[src/rtl/r4_fft_pkg.sv]
`default_nettype none
// ============================================================================
//  Module   : r4_fft_pkg
//  Brief    : Shared radix-4 FFT constants and the ping-pong bank-select type.
//  Revision : 1.0 - initial release
// ============================================================================
package r4_fft_pkg;

    localparam int c_DW    = 16;
    localparam int c_RADIX = 4;
    localparam int c_IDX_W = $clog2(c_RADIX);

    typedef enum logic {
        BANK_A = 1'b0,
        BANK_B = 1'b1
    } bank_sel_t;

    function automatic bank_sel_t other_bank(input bank_sel_t b);
        return (b == BANK_A) ? BANK_B : BANK_A;
    endfunction

endpackage
`default_nettype wire

[src/rtl/r4_bank.sv]
`default_nettype none
// ============================================================================
//  Module   : r4_bank
//  Brief    : Four-entry complex register file, indexed write, parallel read.
//  Revision : 1.0 - initial release
// ============================================================================
module r4_bank
    import r4_fft_pkg::*;
#(
    parameter int DW = c_DW
) (
    input  logic                    clk,
    input  logic                    wr_en,
    input  logic [c_IDX_W-1:0]      wr_idx,
    input  logic [DW-1:0]           wr_re,
    input  logic [DW-1:0]           wr_im,
    output logic [c_RADIX*DW-1:0]   rd_re,
    output logic [c_RADIX*DW-1:0]   rd_im
);

    // Data storage carries no reset; validity is tracked by the control flops.
    logic [DW-1:0] r_re [c_RADIX];
    logic [DW-1:0] r_im [c_RADIX];

    always_ff @(posedge clk) begin
        if (wr_en) begin
            r_re[wr_idx] <= wr_re;
            r_im[wr_idx] <= wr_im;
        end
    end

    generate
        for (genvar g = 0; g < c_RADIX; g++) begin : g_slot
            assign rd_re[g*DW +: DW] = r_re[g];
            assign rd_im[g*DW +: DW] = r_im[g];
        end
    endgenerate

endmodule
`default_nettype wire

[src/rtl/r4_sample_gather.sv]
`default_nettype none
// ============================================================================
//  Module   : r4_sample_gather
//  Brief    : Gathers serial complex samples into ping-pong groups of four
//             for a radix-4 butterfly.
//  Revision : 1.0 - initial release
// ============================================================================
module r4_sample_gather
    import r4_fft_pkg::*;
#(
    parameter int DW = c_DW,
    parameter int GW = 8
) (
    input  logic                    clk,
    input  logic                    rst_n,
    input  logic                    in_valid,
    output logic                    in_ready,
    input  logic [DW-1:0]           in_re,
    input  logic [DW-1:0]           in_im,
    output logic                    out_valid,
    input  logic                    out_ready,
    output logic [c_RADIX*DW-1:0]   out_re,
    output logic [c_RADIX*DW-1:0]   out_im,
    output logic [GW-1:0]           out_grp
);

    bank_sel_t              r_wb;
    bank_sel_t              r_rb;
    logic [c_IDX_W-1:0]     r_wi;
    logic [1:0]             r_full;
    logic [GW-1:0]          r_grp;

    logic                   w_in_fire;
    logic                   w_out_fire;
    logic                   w_last;
    logic [1:0]             w_full_nxt;
    logic [c_RADIX*DW-1:0]  w_a_re;
    logic [c_RADIX*DW-1:0]  w_a_im;
    logic [c_RADIX*DW-1:0]  w_b_re;
    logic [c_RADIX*DW-1:0]  w_b_im;

    // Both handshakes come purely from registered state: no out_ready -> in_ready path.
    assign in_ready   = ~r_full[r_wb];
    assign out_valid  = r_full[r_rb];
    assign w_in_fire  = in_valid & in_ready;
    assign w_out_fire = out_valid & out_ready;
    assign w_last     = (r_wi == c_IDX_W'(c_RADIX - 1));

    // A fill and a drain can only coincide on different banks, so both apply.
    always_comb begin
        w_full_nxt = r_full;
        if (w_out_fire) begin
            w_full_nxt[r_rb] = 1'b0;
        end
        if (w_in_fire && w_last) begin
            w_full_nxt[r_wb] = 1'b1;
        end
    end

    always_ff @(posedge clk or negedge rst_n) begin
        if (!rst_n) begin
            r_wb   <= BANK_A;
            r_rb   <= BANK_A;
            r_wi   <= '0;
            r_full <= '0;
            r_grp  <= '0;
        end else begin
            r_full <= w_full_nxt;
            if (w_in_fire) begin
                r_wi <= r_wi + 1'b1;
                if (w_last) begin
                    r_wb <= other_bank(r_wb);
                end
            end
            if (w_out_fire) begin
                r_rb  <= other_bank(r_rb);
                r_grp <= r_grp + 1'b1;
            end
        end
    end

    r4_bank #(.DW(DW)) u_bank_a (
        .clk    (clk),
        .wr_en  (w_in_fire && (r_wb == BANK_A)),
        .wr_idx (r_wi),
        .wr_re  (in_re),
        .wr_im  (in_im),
        .rd_re  (w_a_re),
        .rd_im  (w_a_im)
    );

    r4_bank #(.DW(DW)) u_bank_b (
        .clk    (clk),
        .wr_en  (w_in_fire && (r_wb == BANK_B)),
        .wr_idx (r_wi),
        .wr_re  (in_re),
        .wr_im  (in_im),
        .rd_re  (w_b_re),
        .rd_im  (w_b_im)
    );

    assign out_re  = (r_rb == BANK_B) ? w_b_re : w_a_re;
    assign out_im  = (r_rb == BANK_B) ? w_b_im : w_a_im;
    assign out_grp = r_grp;

endmodule
`default_nettype wire

[config.mk]
export PLATFORM = sky130hd
export DESIGN_NAME = r4_sample_gather
export DESIGN_NICKNAME = d
export VERILOG_FILES = /design/src/rtl/r4_fft_pkg.sv /design/src/rtl/r4_bank.sv /design/src/rtl/r4_sample_gather.sv
export SDC_FILE = /design/constraint.sdc
export NUM_CORES = 1
export LEC_CHECK = 0
export CAP_MARGIN = 0
export CORE_AREA = 2 2 162 164
export DETAILED_ROUTE_END_ITERATION = 16
export DIE_AREA = 0 0 164 166
export SETUP_SLACK_MARGIN = 0.1
export SLEW_MARGIN = 15
export SYNTH_ARGS = -nofsm -noshare
export SYNTH_HDL_FRONTEND = slang
export SYNTH_SLANG_ARGS = --single-unit
[constraint.sdc]
create_clock -name clk -period 4.95 [get_ports clk]
set_clock_uncertainty 0.2 [all_clocks]
set_input_delay 0.7425 -clock clk [delete_from_list [all_inputs] [get_ports clk]]
set_output_delay 0.7425 -clock clk [all_outputs]
set_load 0.005 [all_outputs]
==> summary.md, run 1 <==
| Metric | Value |
|---|---|
| Met3 wire length | `~1400 µm` |
| Final Non-Filler Cells | `a little over 1,000` |
| Status | `completed` |
| VDD IR max | `approximately 0.00032 V` |
| Critical Path RT | `between 4 and 5 ns` |
| Post-Syn Nets | `511` |
| DRC | `0` |
| Vias | `slightly below 5,000` |
| Top cell type's share of synthesized area | `between 70% and 80%` |
| Num ports | `approximately 170` |
| Drt initial violations | `roughly 220` |
| Setup violators final | `0` |
| Die width | `164 µm` |
| Vias per cell | `4.79` |
| Post-synth top cells | `edfxtp_1 (256), mux2_2 (128), dfrtp_1 (14)` |
| Root Driver | `clkbuf_16` |
| Vias in the first global route | `between 5,000 and 6,000` |
| Clk slew on worst S/H paths | `~0.06 ns` |
| CTS tree | `built` |
| Filler instances | `around 2,000` |
| Post-synthesis cell area | `10,000 µm²` |
| Ys async rst share | `between 5 and 6%` |
| # rows | `59` |
| Postcts setup bufs | `0` |
| Pleak | `roughly 4.3 nW` |
| Port bufs | `173` |
| Worst slew pin tran | `roughly 0.82 ns` |
| DP Cell Count | `roughly 970` |
| Maximum fanout along the worst path | `80` |
| Critical Path AT | `between 2 and 3 ns` |
| Met1 wire length | `about 9000 µm` |
| Total power | `around 7 mW` |
| Initial antenna violation count | `0` |
| Share of layout cells above drive strength 1 | `between 20 and 30%` |
| Largest net degree at the start of global routing | `81` |
| Final period utilization | `77.5%` |
| Slew margin rel. | `between 40% and 50%` |
| Final nets | `709` |
| Post-synth EDFFs | `around 260` |
| GR Util All Layers | `14.6%` |
| Hold_buf cts | `0` |
| Top FF cell, synth | `edfxtp_1` |
| Total routed wirelength | `between 20,000 and 25,000 µm` |
| Setup tns final | `0 ns` |
| Core area | `around 26,000 µm²` |
| RSZ-0062 raised after global routing | `false` |
| Yosys synthesis warning count | `0` |
| Fin. Hold Viols | `0` |
| CTS sink count | `270` |
| #FFs+latches synth | `270` |
| Fin crit period | `between 3 and 4 ns` |
| Top cells by area in the synthesized netlist | `edfxtp_1 (77%), mux2_2 (14%), dfrtp_1 (3.5%), buf_6 (1.1%), ha_1 (0.62%)` |
| Height of the die | `166 µm` |
| Post-DP HPWL | `around 13,000 µm` |
| Routed Antenna Nets | `0` |
| Area Growth Syn to Fin | `30.0%` |
| First-pass GRT wire length | `30,200 µm` |
| Die area | `27,200 µm²` |
| Hold Path Class | `reg -> reg` |
| Worst Setup Path Type | `reg -> out` |
| Clock latency on the worst-skew pair | `0.51 ns` |
| Sequential fraction of the synthesis area | `between 80 and 90%` |
| Gp weighted congestion | `about 0.76` |
| Fmax | `261 MHz` |
| Cell accounting for the most synthesized area | `edfxtp_1` |
| MaxCap Viol Count | `0` |
| GRT overflow | `0` |
| Final Slew Violations | `0` |
| Cell Area, Placed | `between 10,000 and 15,000 µm²` |
| Met2 routed WL | `between 9000 and 10,000 µm` |
| Avg Cell Area, Syn | `about 21 µm²` |
| Critical path launch point type | `flip-flop` |
| Synth unique cells | `27` |
| CTS max path bufs | `3` |
| Top layer reached by signal wires | `met4` |
| Pwr dens | `approximately 520 nW/µm²` |
| CTS resizes | `0` |
| DR WL/cell | `between 20 and 25 µm` |
| First-pass DRT Iterations | `6` |
| Antenna Cells | `0` |
| Count leader, synth | `edfxtp_1` |
| H-tree Lvls | `1` |
| Synthesized instance count | `470` |
| Crit. End Element | `primary output` |
| Cell area after layout | `around 13,000 µm²` |
| Total clock buffers created by CTS | `27` |
| Starting Density | `approximately two fifths` |
## placed cells by master, fill, tap and decap left out, drive strengths merged
cell type,instances
edfxtp,256
clkdlybuf4s50,173
mux2,130
clkbuf,35
dfrtp,14
buf,13
clkinv,10
nand2,8
nor2,8
nor3,6
ha,5
xnor2,4
xor2,4
and3,3
inv,3
nand2b,2
nand3,2
mux2i,2
a21o,1
a31oi,1
nand4,1
o22a,1
a21oi,1
and4bb,1
## registers in the layout, indices dropped and copies added, names as in the netlist
register	count
out_grp	8
r_full	2
r_rb	1
r_wb	1
r_wi	2
u_bank_a.r_im	64
u_bank_a.r_re	64
u_bank_b.r_im	64
u_bank_b.r_re	64
## per-stage QoR
stage	hold WS (ns)	util [%]	setup WS (ns)
after CTS	0.289	50.6	1.10
after detailed placement	0.269	47.7	1.67
after floorplan	0.247	-	1.20
final	0.290	50.9	1.11
after global routing	0.314	50.9	0.943
after global placement	0.278	47.4	1.68
## critical path: stages (launching register included)
cell and delay, ns:
dfrtp_4 0.89, buf_12 0.44, mux2i_4 0.40, inv_4 0.07
clkdlybuf4s50_1 0.45
## kinds of logic after synthesis
group	share of synthesized area, %
mux	15.0
compound gates	0.275
flops	80.2
simple gates	1.52
fa+ha+maj	0.624
xor+xnor	0.699
buf+inv	1.66
## area by class of cell
type,instances,area (µm²),area share [%]
well taps,335,419,3.22
flip-flops and latches,270,8040,61.7
multi-input cells,180,1870,14.3
inverters,3,13.8,0.106
clock buffers,35,706,5.42
clock inverters,10,40.0,0.307
repair buffers,186,1940,14.9
## final timing paths
check                              to       start  slack, ns  cells past startpoint
setup / recovery            out_valid        r_rb       1.11                      4
hold / removal             out_grp[7]  out_grp[7]       0.29                      1
setup reg to reg           out_grp[1]        r_rb       2.32                      5
hold reg to reg            out_grp[7]  out_grp[7]       0.29                      1
max in group asynchronous        r_rb       rst_n       3.63                      1
min in group asynchronous  out_grp[5]       rst_n       0.43                      1
## power by group
part	total, mW	internal (mW)	switching [mW]
logic	2.03	1.22	0.809
registers	3.02	2.82	0.197
clock network	1.75	0.988	0.762
## metal layers
metal | track usage [%] | up-vias
li1 | - | 2234
met1 | 20.3 | 2438
met5 | 0 | -
met4 | 3.66 | 0
met2 | 23.1 | 176
met3 | 3.50 | 31
Power figures use the tool's default switching activity.
==> inputs of run 2 (changes only) <==
- clock period: 4.95 -> 3.2 ns (I/O delays scaled with it)
==> summary.md, run 2 (synthesized netlist as in run 1, its figures left out) <==
| Metric | Value |
|---|---|
| Internal | `7.98 mW (+59%)` |
| Core area | `25,600 µm² (unchanged)` |
| CP Launch Point | `r_rb` |
| Clk slew on worst S/H paths | `0.06 ns (about the same)` |
| Share of layout cells above drive strength 1 | `28.5% (+1.6 points)` |
| Area Growth Syn to Fin | `31.0%` |
| Critical Path RT | `2.52 ns (-1.49 ns)` |
| Family with the most delay on the worst path | `buffers and inverters` |
| Clock latency on the worst-skew pair | `0.52 ns (about the same)` |
| Critical Path AT | `2.22 ns (-0.67 ns)` |
| Setup tns final | `0 ns (unchanged)` |
| Routed Antenna Nets | `0 (unchanged)` |
| MaxCap Viol Count | `0 (unchanged)` |
| Final period utilization | `between 90 and 100%` |
| GRT overflow | `0 (unchanged)` |
| WP buf/inv | `2 (-1)` |
| VDD IR max | `0.000534 V (+65%)` |
| Worst reg2reg path depth | `3 (-2)` |
| Height of the die | `166 µm (unchanged)` |
| Worst path cell trace | `buf_12, mux2_2, clkdlybuf4s50_1` |
| Reg power frac | `42.5% (-1.9 points)` |
| Cell area after layout | `13,100 µm² (+0.74%)` |
| Fin. Hold Viols | `0 (unchanged)` |
| Fmax | `~340 MHz` |
| Die area | `27,200 µm² (unchanged)` |
| Pwr dens | `818 nW/µm² (+57%)` |
| Reg2Reg Launch Point | `r_wb` |
| Port bufs | `173 (unchanged)` |
| CP max stage delay | `0.50 ns (-0.39 ns)` |
| Vias per cell | `4.73 (-1.1%)` |
| Pleak | `4.39 nW (+1.1%)` |
| Cell Area, Placed | `12,300 µm² (+0.37%)` |
| CTS resizes | `0 (unchanged)` |
| # rows | `59 (unchanged)` |
| Die width | `164 µm (unchanged)` |
| CP Depth | `3 (-1)` |
| Pre-CTS WS | `0.672 ns (-1.00 ns)` |
| Final Slew Violations | `0 (unchanged)` |
| GR Util All Layers | `13.9% (-0.71 points)` |
| Commonest non-fill, non-tap cell in the layout | `edfxtp_1` |
| Hold Path Class | `in -> async` |
| CTS tree | `built` |
| H-tree Lvls | `1 (unchanged)` |
| Total clock buffers created by CTS | `28 (+3.7%)` |
| Total power | `10.7 mW (+58%)` |
| PnR worst setup slack | `0.300 ns (-0.814 ns)` |
| DP Cell Count | `976 (+0.41%)` |
| Postcts setup bufs | `0 (unchanged)` |
| Critical path launch point type | `flip-flop` |
| Fin crit period | `between 2 and 3 ns` |
| Worst path slowest cell | `clkdlybuf4s50_1` |
| Root Driver | `clkbuf_16` |
| Final nets | `712 (+0.42%)` |
| Largest net degree at the start of global routing | `69 (-15%)` |
| Status | `completed` |
| Worst Setup Path Type | `reg -> out` |
| Setup violators final | `0 (unchanged)` |
| Worst R2R Setup Slack | `0.87 ns (-1.45 ns)` |
| Worst slew pin tran | `0.634 ns (-0.184 ns)` |
| Switching part of the total | `25.7% (-0.32 points)` |
| DRC | `0 (unchanged)` |
| Total routed wirelength | `19,300 µm (-5.2%)` |
| DR WL/cell | `18.8 µm (-6.0%)` |
| Starting Density | `39.1% (unchanged)` |
| First-pass DRT Iterations | `6 (unchanged)` |
| Combinational Power Share | `30.0% (about the same)` |
| Initial antenna violation count | `0 (unchanged)` |
| RSZ-0062 raised after global routing | `false` |
| WHS | `0.149 ns (-0.142 ns)` |
| Most frequent cells in the layout | `edfxtp_1 (256), clkdlybuf4s50_1 (173), mux2_2 (128), clkbuf_16 (29), dfrtp_1 (13)` |
| Maximum fanout along the worst path | `68 (-15%)` |
| Crit. End Element | `primary output` |
| First-pass GRT wire length | `28,900 µm (-4.4%)` |
| Num ports | `174 (unchanged)` |
| Hold_buf cts | `0 (unchanged)` |
| Post-DP HPWL | `12,100 µm (-4.4%)` |
| CTS sink count | `270 (unchanged)` |
| FF-to-FF End | `u_bank_b.r_re[2][5]` |
| CTS max path bufs | `3 (unchanged)` |
| Final Non-Filler Cells | `1,027 (+0.79%)` |
| Gp weighted congestion | `0.755 (-0.61%)` |
| Vias | `4,861 (-0.37%)` |
| Antenna Cells | `0 (unchanged)` |
| Drt initial violations | `213 (-3.6%)` |
| Vias in the first global route | `5,067 (-0.33%)` |
| Core Util, Final | `51.2% (+0.38 points)` |
| Worst setup path end | `out_re[44]` |
| Sw power | `2.76 mW (+56%)` |
| Clk pwr share | `27.5% (+1.8 points)` |
| Slew margin rel. | `57.6% (+12 points)` |
[run 2: worst min path at each step]
stage                             to  slack, ns  depth (start not counted)
after floorplan           out_grp[0]      -0.02                          0
after global routing       r_full[1]       0.20                          1
final                        r_wi[1]       0.15                          1
after CTS                    r_wi[1]       0.16                          1
after detailed placement  out_grp[6]       0.29                          1
after global placement    out_grp[6]       0.28                          1
[run 2: power by group through the flow]
stage / logic (mW) / clock network [mW] / registers [mW]
floorplan: 1.68 / 0 / 4.55
global placement: 3.27 / 0 / 4.61
detailed placement: 3.29 / 0 / 4.64
CTS: 3.32 / 3.03 / 4.57
global route: 3.46 / 3.17 / 4.60
finish: 3.23 / 2.95 / 4.56
[run 2: layout make-up]
type | count | area (µm²)
clock buffers | 34 | 744
clock inverters | 17 | 108
fillers | 2025 | 12500
inverters | 3 | 13.8
multi-input cells | 180 | 1890
flip-flops and latches | 270 | 8040
well taps | 335 | 419
repair buffers | 188 | 1910
[run 2: per-layer routing]
metal	routed length [µm]	track usage (%)	up-vias
met5	0	0	-
li1	-	-	2250
met2	9590	23.7	120
met3	919	2.52	29
met4	351	3.97	0
met1	8470	18.1	2462
